===== config.mk =====
export PLATFORM = sky130hd
export DESIGN_NAME = multicycle_control
export DESIGN_NICKNAME = d
export VERILOG_FILES = /design/src/rtl/multicycle_control.sv
export SDC_FILE = /design/constraint.sdc
export NUM_CORES = 1
export LEC_CHECK = 0
export BUFFER_PORTS_ARGS = -buffer_cell sky130_fd_sc_hd__buf_2
export CORE_MARGIN = 1
export CORE_UTILIZATION = 35
export CTS_CLUSTER_SIZE = 16
export DETAILED_ROUTE_END_ITERATION = 8
export PLACE_DENSITY = 0.7
export SETUP_SLACK_MARGIN = 0.5
export SYNTH_ARGS = -nofsm -noshare
export SYNTH_HDL_FRONTEND = slang
export SYNTH_SLANG_ARGS = --single-unit

===== constraint.sdc =====
create_clock -name clk -period 2.6 [get_ports clk]
set_input_delay 0.52 -clock clk [delete_from_list [all_inputs] [get_ports clk]]
set_output_delay 0.52 -clock clk [all_outputs]
set_load 0.005 [all_outputs]

===== src/rtl/multicycle_control.sv =====
// -----------------------------------------------------------------------------
// multicycle_control
//
// Moore control FSM for a multi-cycle MIPS datapath. Each instruction runs
// over several clock cycles, and one memory port serves both instruction
// fetch and data access. Supported instructions: ADD/SUB/AND/OR/NOR (R-type),
// ADDI, LW, SW, BEQ and J. Unsupported encodings raise a one-cycle illegal
// pulse and are dropped. Memory stalls are bounded by a wait counter that
// moves the FSM to a sticky FAULT state once TIMEOUT is reached.
//
// Parameters
//   TIMEOUT  maximum consecutive mem_ready-low cycles in a memory state
//            before a fault is raised (0 disables the timeout)
//   CNT_W    width of the retired-instruction counter
//
// Ports
//   clk              rising-edge clock
//   rst_n            asynchronous active-low reset
//   i_instr          instruction register contents (valid from DECODE on)
//   i_zero           ALU zero flag (consumed by the datapath via PCWriteCond)
//   i_mem_ready      memory finished the current read/write this cycle
//   o_pc_write       PCWrite
//   o_pc_write_cond  PCWriteCond
//   o_iord           IorD (0 = PC address, 1 = ALUOut address)
//   o_ir_write       IRWrite
//   o_mem_read       MemRead
//   o_mem_write      MemWrite
//   o_reg_dst        RegDst (1 = rd, 0 = rt)
//   o_alu_src_a      ALUSrcA (0 = PC, 1 = rs)
//   o_mem_to_reg     MemToReg
//   o_reg_write      RegWrite
//   o_alu_src_b      ALUSrcB: 00 rt, 01 const 4, 10 sign-ext imm, 11 imm<<2
//   o_pc_source      PCSource: 00 ALU result, 01 ALUOut, 10 jump target
//   o_alu_op         ALU function in funct encoding
//   o_state          current state code (debug)
//   o_instr_done     pulse in the final cycle of each retired instruction
//   o_illegal        pulse in DECODE for an unsupported opcode/funct
//   o_fault          sticky memory-timeout fault (high while in FAULT)
//   o_retired        retired-instruction count, wraps modulo 2^CNT_W
//
// Memory handshake: a request (o_mem_read or o_mem_write) is held steady for
// as long as the FSM sits in FETCH, MEM_READ or MEM_WRITE. The transfer
// completes in the cycle where i_mem_ready is high; the FSM leaves the
// memory state on the following rising edge. i_mem_ready is ignored in every
// other state.
// -----------------------------------------------------------------------------
module multicycle_control #(
  parameter int TIMEOUT = 16,
  parameter int CNT_W   = 32
) (
  input  logic             clk,
  input  logic             rst_n,
  input  logic [31:0]      i_instr,
  input  logic             i_zero,
  input  logic             i_mem_ready,
  output logic             o_pc_write,
  output logic             o_pc_write_cond,
  output logic             o_iord,
  output logic             o_ir_write,
  output logic             o_mem_read,
  output logic             o_mem_write,
  output logic             o_reg_dst,
  output logic             o_alu_src_a,
  output logic             o_mem_to_reg,
  output logic             o_reg_write,
  output logic [1:0]       o_alu_src_b,
  output logic [1:0]       o_pc_source,
  output logic [5:0]       o_alu_op,
  output logic [3:0]       o_state,
  output logic             o_instr_done,
  output logic             o_illegal,
  output logic             o_fault,
  output logic [CNT_W-1:0] o_retired
);

  // ---------------------------------------------------------------------------
  // State encoding (codes are visible on o_state for debug)
  // ---------------------------------------------------------------------------
  typedef enum logic [3:0] {
    S_IDLE      = 4'd0,
    S_FETCH     = 4'd1,
    S_DECODE    = 4'd2,
    S_MEM_ADDR  = 4'd3,
    S_MEM_READ  = 4'd4,
    S_MEM_WB    = 4'd5,
    S_MEM_WRITE = 4'd6,
    S_EXEC_R    = 4'd7,
    S_R_WB      = 4'd8,
    S_EXEC_I    = 4'd9,
    S_I_WB      = 4'd10,
    S_BRANCH    = 4'd11,
    S_JUMP      = 4'd12,
    S_FAULT     = 4'd15
  } state_t;

  // Opcodes
  localparam logic [5:0] OP_RTYPE = 6'b000000;
  localparam logic [5:0] OP_ADDI  = 6'b001000;
  localparam logic [5:0] OP_LW    = 6'b100011;
  localparam logic [5:0] OP_SW    = 6'b101011;
  localparam logic [5:0] OP_BEQ   = 6'b000100;
  localparam logic [5:0] OP_J     = 6'b000010;

  // ALU functions (funct encoding)
  localparam logic [5:0] FN_ADD = 6'b100000;
  localparam logic [5:0] FN_SUB = 6'b100010;
  localparam logic [5:0] FN_AND = 6'b100100;
  localparam logic [5:0] FN_OR  = 6'b100101;
  localparam logic [5:0] FN_NOR = 6'b100111;

  // The wait counter only ever needs to hold values up to TIMEOUT-1: the
  // cycle that would bring it to TIMEOUT is the one that faults instead.
  localparam int            CW        = (TIMEOUT > 1) ? $clog2(TIMEOUT) : 1;
  localparam logic [CW-1:0] WAIT_LAST = CW'((TIMEOUT > 0) ? TIMEOUT - 1 : 0);
  localparam bit            TO_EN     = (TIMEOUT > 0);

  state_t             r_state;
  state_t             w_next;
  logic [CW-1:0]      r_wait_cnt;
  logic [CNT_W-1:0]   r_retired;

  logic [5:0]         w_opcode;
  logic [5:0]         w_funct;
  logic               w_funct_ok;
  logic               w_is_wait;
  logic               w_timeout;
  logic               w_unused;

  assign w_opcode = i_instr[31:26];
  assign w_funct  = i_instr[5:0];

  // Register fields and the zero flag are consumed by the datapath only.
  assign w_unused = ^{i_zero, i_instr[25:6]};

  always_comb begin
    w_funct_ok = 1'b0;
    case (w_funct)
      FN_ADD, FN_SUB, FN_AND, FN_OR, FN_NOR: w_funct_ok = 1'b1;
      default:                               w_funct_ok = 1'b0;
    endcase
  end

  // States that own the memory port and therefore wait on i_mem_ready.
  assign w_is_wait = (r_state == S_FETCH) || (r_state == S_MEM_READ) ||
                     (r_state == S_MEM_WRITE);

  // A ready in the last allowed cycle still completes the transfer, so the
  // timeout only fires when ready is low.
  assign w_timeout = TO_EN && w_is_wait && !i_mem_ready &&
                     (r_wait_cnt == WAIT_LAST);

  // ---------------------------------------------------------------------------
  // State register
  // ---------------------------------------------------------------------------
  always_ff @(posedge clk or negedge rst_n) begin
    if (!rst_n) begin
      r_state <= S_IDLE;
    end else begin
      r_state <= w_next;
    end
  end

  // ---------------------------------------------------------------------------
  // Next-state logic
  // ---------------------------------------------------------------------------
  always_comb begin
    w_next = r_state;
    case (r_state)
      S_IDLE: w_next = S_FETCH;

      S_FETCH: begin
        if (i_mem_ready)    w_next = S_DECODE;
        else if (w_timeout) w_next = S_FAULT;
        else                w_next = S_FETCH;
      end

      S_DECODE: begin
        case (w_opcode)
          OP_RTYPE:     w_next = w_funct_ok ? S_EXEC_R : S_FETCH;
          OP_ADDI:      w_next = S_EXEC_I;
          OP_LW, OP_SW: w_next = S_MEM_ADDR;
          OP_BEQ:       w_next = S_BRANCH;
          OP_J:         w_next = S_JUMP;
          default:      w_next = S_FETCH;
        endcase
      end

      S_MEM_ADDR: w_next = (w_opcode == OP_LW) ? S_MEM_READ : S_MEM_WRITE;

      S_MEM_READ: begin
        if (i_mem_ready)    w_next = S_MEM_WB;
        else if (w_timeout) w_next = S_FAULT;
        else                w_next = S_MEM_READ;
      end

      S_MEM_WB: w_next = S_FETCH;

      S_MEM_WRITE: begin
        if (i_mem_ready)    w_next = S_FETCH;
        else if (w_timeout) w_next = S_FAULT;
        else                w_next = S_MEM_WRITE;
      end

      S_EXEC_R: w_next = S_R_WB;
      S_R_WB:   w_next = S_FETCH;
      S_EXEC_I: w_next = S_I_WB;
      S_I_WB:   w_next = S_FETCH;
      S_BRANCH: w_next = S_FETCH;
      S_JUMP:   w_next = S_FETCH;
      S_FAULT:  w_next = S_FAULT;
      default:  w_next = S_IDLE;
    endcase
  end

  // ---------------------------------------------------------------------------
  // Output decode (Moore, plus funct in EXEC_R and mem_ready in FETCH /
  // MEM_WRITE). Everything defaults to 0, so IDLE and reset drive all zeros.
  // ---------------------------------------------------------------------------
  always_comb begin
    o_pc_write      = 1'b0;
    o_pc_write_cond = 1'b0;
    o_iord          = 1'b0;
    o_ir_write      = 1'b0;
    o_mem_read      = 1'b0;
    o_mem_write     = 1'b0;
    o_reg_dst       = 1'b0;
    o_alu_src_a     = 1'b0;
    o_mem_to_reg    = 1'b0;
    o_reg_write     = 1'b0;
    o_alu_src_b     = 2'b00;
    o_pc_source     = 2'b00;
    o_alu_op        = 6'b000000;
    o_instr_done    = 1'b0;
    o_illegal       = 1'b0;
    o_fault         = 1'b0;

    case (r_state)
      S_FETCH: begin
        // PC+4 is computed every fetch cycle but only committed, together
        // with the IR load, in the cycle the memory returns the word.
        o_mem_read  = 1'b1;
        o_alu_src_b = 2'b01;
        o_alu_op    = FN_ADD;
        o_ir_write  = i_mem_ready;
        o_pc_write  = i_mem_ready;
      end

      S_DECODE: begin
        // Branch target PC + (imm<<2) is precomputed into ALUOut here.
        o_alu_src_b = 2'b11;
        o_alu_op    = FN_ADD;
        case (w_opcode)
          OP_RTYPE:                          o_illegal = !w_funct_ok;
          OP_ADDI, OP_LW, OP_SW, OP_BEQ, OP_J: o_illegal = 1'b0;
          default:                           o_illegal = 1'b1;
        endcase
      end

      S_MEM_ADDR: begin
        o_alu_src_a = 1'b1;
        o_alu_src_b = 2'b10;
        o_alu_op    = FN_ADD;
      end

      S_MEM_READ: begin
        o_mem_read = 1'b1;
        o_iord     = 1'b1;
      end

      S_MEM_WB: begin
        o_reg_write  = 1'b1;
        o_mem_to_reg = 1'b1;
        o_instr_done = 1'b1;
      end

      S_MEM_WRITE: begin
        // A store has no writeback, so it retires in the cycle memory accepts.
        o_mem_write  = 1'b1;
        o_iord       = 1'b1;
        o_instr_done = i_mem_ready;
      end

      S_EXEC_R: begin
        o_alu_src_a = 1'b1;
        o_alu_op    = w_funct;
      end

      S_R_WB: begin
        o_reg_write  = 1'b1;
        o_reg_dst    = 1'b1;
        o_instr_done = 1'b1;
      end

      S_EXEC_I: begin
        o_alu_src_a = 1'b1;
        o_alu_src_b = 2'b10;
        o_alu_op    = FN_ADD;
      end

      S_I_WB: begin
        o_reg_write  = 1'b1;
        o_instr_done = 1'b1;
      end

      S_BRANCH: begin
        o_alu_src_a     = 1'b1;
        o_alu_op        = FN_SUB;
        o_pc_write_cond = 1'b1;
        o_pc_source     = 2'b01;
        o_instr_done    = 1'b1;
      end

      S_JUMP: begin
        o_pc_write   = 1'b1;
        o_pc_source  = 2'b10;
        o_instr_done = 1'b1;
      end

      S_FAULT: o_fault = 1'b1;

      default: ;
    endcase
  end

  // ---------------------------------------------------------------------------
  // Wait counter: counts consecutive stalled cycles within one memory state.
  // It clears whenever the FSM changes state (entry into a memory state, or a
  // completed transfer) and whenever ready is seen.
  // ---------------------------------------------------------------------------
  always_ff @(posedge clk or negedge rst_n) begin
    if (!rst_n) begin
      r_wait_cnt <= '0;
    end else if (w_is_wait && !i_mem_ready && (w_next == r_state)) begin
      r_wait_cnt <= r_wait_cnt + 1'b1;
    end else begin
      r_wait_cnt <= '0;
    end
  end

  // ---------------------------------------------------------------------------
  // Retired-instruction counter (wraps naturally)
  // ---------------------------------------------------------------------------
  always_ff @(posedge clk or negedge rst_n) begin
    if (!rst_n) begin
      r_retired <= '0;
    end else if (o_instr_done) begin
      r_retired <= r_retired + CNT_W'(1);
    end
  end

  assign o_state   = r_state;
  assign o_retired = r_retired;

endmodule

Word-level counts from Yosys, hierarchy flattened
Index checks and enable logic that the tools add are counted.
Word-level totals
  output and inout bits: 59
  input port bits: 36
  bits in registers: 40
Cells by class
  equal/unequal tests: 25
  mux-type cells: 29
  $add $sub $neg: 2
  reduce and logical (&&, ||, !) cells: 20
Operator list (number)
  6-bit equality test (second input constant): 7
  4-bit one-hot mux with 9 select lines: 1
  32-bit by 1-bit adder with 32-bit output (second input constant): 1
  4-bit equality test (second input constant): 7
  4-bit 2-to-1 mux: 7
  4-bit one-hot mux with 5 select lines: 1
  6-bit one-hot mux with 3 select lines: 1
  4-bit by 3-bit equality test with 1-bit output (second input constant): 4
  5-bit OR reduction: 3
  1-bit 2-to-1 mux: 12
  4-bit by 2-bit equality test with 1-bit output (second input constant): 2
  2-bit OR reduction: 4
  4-bit OR reduction: 2
  6-bit by 2-bit equality test with 1-bit output (second input constant): 1
  6-bit by 3-bit equality test with 1-bit output (second input constant): 1
  6-bit by 4-bit equality test with 1-bit output (second input constant): 1
  6-bit zero test: 1
  1-bit one-hot mux with 2 select lines: 3
  2-bit one-hot mux with 3 select lines: 1
  6-bit OR reduction: 1
  4-bit by 1-bit adder with 4-bit output (second input constant): 1
  4-bit by 1-bit equality test with 1-bit output (second input constant): 1
  4-bit equality test: 1
  4-bit zero test: 1
  other kinds (7): 11

Logic depth before layout (Yosys ltp)
  depth after elaboration: 11
  mapped depth: 7

Least setup slack after synthesis
Ideal clock, no wire load.
  path kind: input to output
  start: input port i_instr[26]
  end: output port o_illegal
  arrival time: 1.772 ns
  setup slack: 0.308 ns
  stages on the path: 4
  cells stage by stage: or2_2 > or4_1 > or3_1 > a31oi_1
On the way
  word-level cells in the longest chain between the ends: 4
  elaborated cells between the ends (all ways): 9
  those cells by class: 5 x eq/ne; 2 x mux; 2 x reduce/logical
RTL lines
  start, declared: RTL line 53  | input logic [31:0] i_instr,
  6-bit equality test, or another cell as far along: RTL line 252  | case (w_opcode)
  5-bit OR reduction: RTL line 252
  1-bit one-hot mux with 2 select lines *: RTL line 252
  1-bit 2-to-1 mux *: RTL line 237  | case (r_state)
  end, declared: RTL line 71  | output logic o_illegal,
Mark *: on every way between the ends. The rest lies on a longest branch, timed or not.

Worst setup path after layout
  start: input port i_instr[31]
  end: output port o_illegal
The elaborated chain is that of the path after synthesis.

==> impl_metrics.csv <==
group,metric,value,unit
run_status,run_status,"completed",
route,vias_per_cell,5.37,
floorplan,die_area,0.00698,sq mm
global_route,antenna_found_initial,0,
logic_synthesis,ys_warn_count,0,
power,vdd_drop_max,495,uV
floorplan,die_h,83.5,um
route,drtIter0Drc,83,
global_route,grt_use_met1,21.3,%
finish,area_delta_synth_final,33.2,%
global_route,grt_overflow,0,
logic_synthesis,synth-edff-count,0,
critical_path,worstSetupPathType,"primary input to output port",
route,drc,0,
global_route,grt_usage,16.6,%
worst_hold_path,hp-class,"primary input to async pin",
placement,post-dp-hpwl,3830,um
clocking,tritoncts,"yes",
placement,port_buffers,73,
floorplan,initial_utilization,36.4,%
logic_synthesis,ys_top_cells_by_count,"dfrtp_1, xnor2_1, nand2_1, nand3_1, nor2_1",
flow_run,cap_violations,0,
timing,fmax,422,MHz
logic_synthesis,synth_area_leader_cell,"dfrtp_1",
floorplan,die_w,83.5,um
timing,maxSlewViolCount,0,
global_route,grt.busiest_layer,"met2",
logic_synthesis,yosysMostFrequentCell,"dfrtp_1",
logic_synthesis,ys_seq_area_share,43.0,%
route,num_vias,2234,
placement,dp_cells,390,
logic_synthesis,synthCells,247,
critical_path,crit_fanout,2,
route,wl_per_cell,13.9,um
critical_path,crit_arrival,1.85,ns
placement,gp_congestion,0.821,
floorplan,core,0.00639,sq mm
timing,fin_crit,2.37,ns
critical_path,worstPathRequired,2.08,ns
route,wirelength,5770,um
floorplan,rows,29,
finish,fin_cells,416,
route,dr.pass1.iters,4,
route,ant_nets,0,
logic_synthesis,syn-cell-area,0.00233,sq mm
logic_synthesis,ys_ff_latch,40,
clocking,cts_root_buf,"clkbuf_8",
logic_synthesis,ys_async_sr_fraction,100,%
logic_synthesis,ys.flop_type,"dfrtp_1",
timing,period_share,91.2,%
global_route,grt_pass1_wl,9540,um
finish,drive_gt1_share,38.1,%
critical_path,crit_path_end_kind,"output port",
timing,finalClockSkew,0.00247,ns
clocking,cts_made_buffers,5,
logic_synthesis,ys_top_cells_by_area,"dfrtp_1, xnor2_1, nand3_1",
logic_synthesis,synth_top_area_share,43.0,%
global_route,first_global_vias,2094,
global_route,grt_max_degree,41,
clocking,clock_sinks,40,
critical_path,cp-start-kind,"primary input",
timing,setup_viol,0,
timing,rsz0062_at_grt,"yes",
timing,finalSetupTns,0,ns
clocking,cts_max_level,2,
power,leakage,1.58,nW
clocking,clkTransAtPathRegs,0.07,ns
clocking,clock_latency,0.29,ns
floorplan,ios,95,
finish,nFillCells,623,
global_route,use_met3,3.76,%
logic_synthesis,synthesis.nets,285,
timing,slew_headroom,41.8,%
global_route,use_met2,28.2,%
finish,num_antenna_cells,0,
timing,hold_violations,0,
finish,finish.net_count,377,
power,powerDensity,767,mW/mm^2
timing,worstMarginPinSlew,0.873,ns
logic_synthesis,syn_avg_cell_area,9.42,sq um
logic_synthesis,ys_types,53,
clocking,clk_path_buf_depth,2,
-- registers in the layout, indices dropped and copies added, names as in the netlist --
signal / flops
o_state: 4
r_wait_cnt: 4
o_retired: 32
-- area by class of cell --
class	instances	area [sq um]	share of cell area (%)
multi-input cells	191	1330	43.0
flip-flops and latches	40	1010	32.5
repair buffers	97	572	18.4
well taps	77	96.3	3.11
clock buffers	6	72.6	2.34
inverters	4	15.0	0.484
clock inverters	1	5.00	0.161
-- layer usage --
| metal | share of wire [%] | vias up | wire length [um] |
|---|---|---|---|
| met5 | 0 | - | 0 |
| met4 | 1.5 | 0 | 87 |
| met3 | 6.0 | 9 | 349 |
| met2 | 48 | 90 | 2780 |
| met1 | 44 | 1069 | 2550 |
| li1 | - | 1066 | - |
-- power by group --
| group | leakage, nW | switching, mW | internal, mW |
|---|---|---|---|
| clock network | 0.0410 | 0.202 | 0.182 |
| logic | 1.00 | 0.566 | 0.589 |
| registers | 0.532 | 0.131 | 0.707 |
| total | 1.58 | 0.898 | 1.48 |
-- layout by cell type (no fill, tap or decap), drive strengths merged, types with 2 or more instances in the layout --
cell,instances
nand4,11
buf,97
o22ai,2
and2,3
nand2,18
nor2b,3
and3,15
a211oi,2
xnor2,24
o21ai,8
a21oi,7
nor4b,2
nand3,18
or2,3
dfrtp,40
a211o,2
xor2,9
a31oi,2
nor2,18
or3,3
ha,2
clkbuf,6
a21o,2
a21boi,2
nand2b,8
inv,4
nor4,3
nor3,7
-- cell families (layout without fill, tap and decap cells) --
logic type / after synthesis / in the layout / share of synthesized area (%)
muxes: 2 / 2 / 0.914
AOI/OAI and AO/OA: 36 / 36 / 10.3
adders and majority gates: 3 / 3 / 1.51
DFF: 40 / 40 / 43.0
xor gates and xnor gates: 33 / 33 / 12.4
and+or+nand+nor: 117 / 117 / 28.7
buffers and inverters: 16 / 108 / 3.12
-- worst max-delay path: stages --
cell and delay [ns]:
buf_6 0.09, or2_4 0.24, or4_4 0.42, or3_1 0.32, a31oi_1 0.13, buf_2 0.13
-- metrics by stage --
step	setup slack (ns)	power (mW)	hold WS, ns	util (%)	area [sq um]
global route	0.188	2.55	0.425	48.5	3100
CTS	0.156	2.27	0.378	47.0	3000
global placement	0.111	1.71	0.458	43.4	2770
floorplan	0.367	1.39	0.224	-	2330
finish	0.229	2.38	0.337	48.5	3100
detailed placement	0.120	1.71	0.463	43.4	2770
-- path summary, 6_finish.rpt --
kind                          startpoint            end  slack, ns  cells past startpoint
min                                rst_n  o_retired[12]       0.34                      1
max                          i_instr[31]      o_illegal       0.23                      6
min reg2reg                o_retired[31]  o_retired[31]       0.46                      1
max reg2reg                   o_state[1]     o_state[2]       0.60                      6
min in group clk           o_retired[31]  o_retired[31]       0.46                      1
max in group asynchronous          rst_n     o_state[2]       1.65                      1
-- what timing repair did --
item                       CTS  global route
resized for setup            9            16
setup endpoints to repair   26             7
cloned                       0             0
hold buffers                 0             0
buffers inserted            15             4
pin swaps                    6             5
Note: power is estimated with default switching activity, not from simulation.
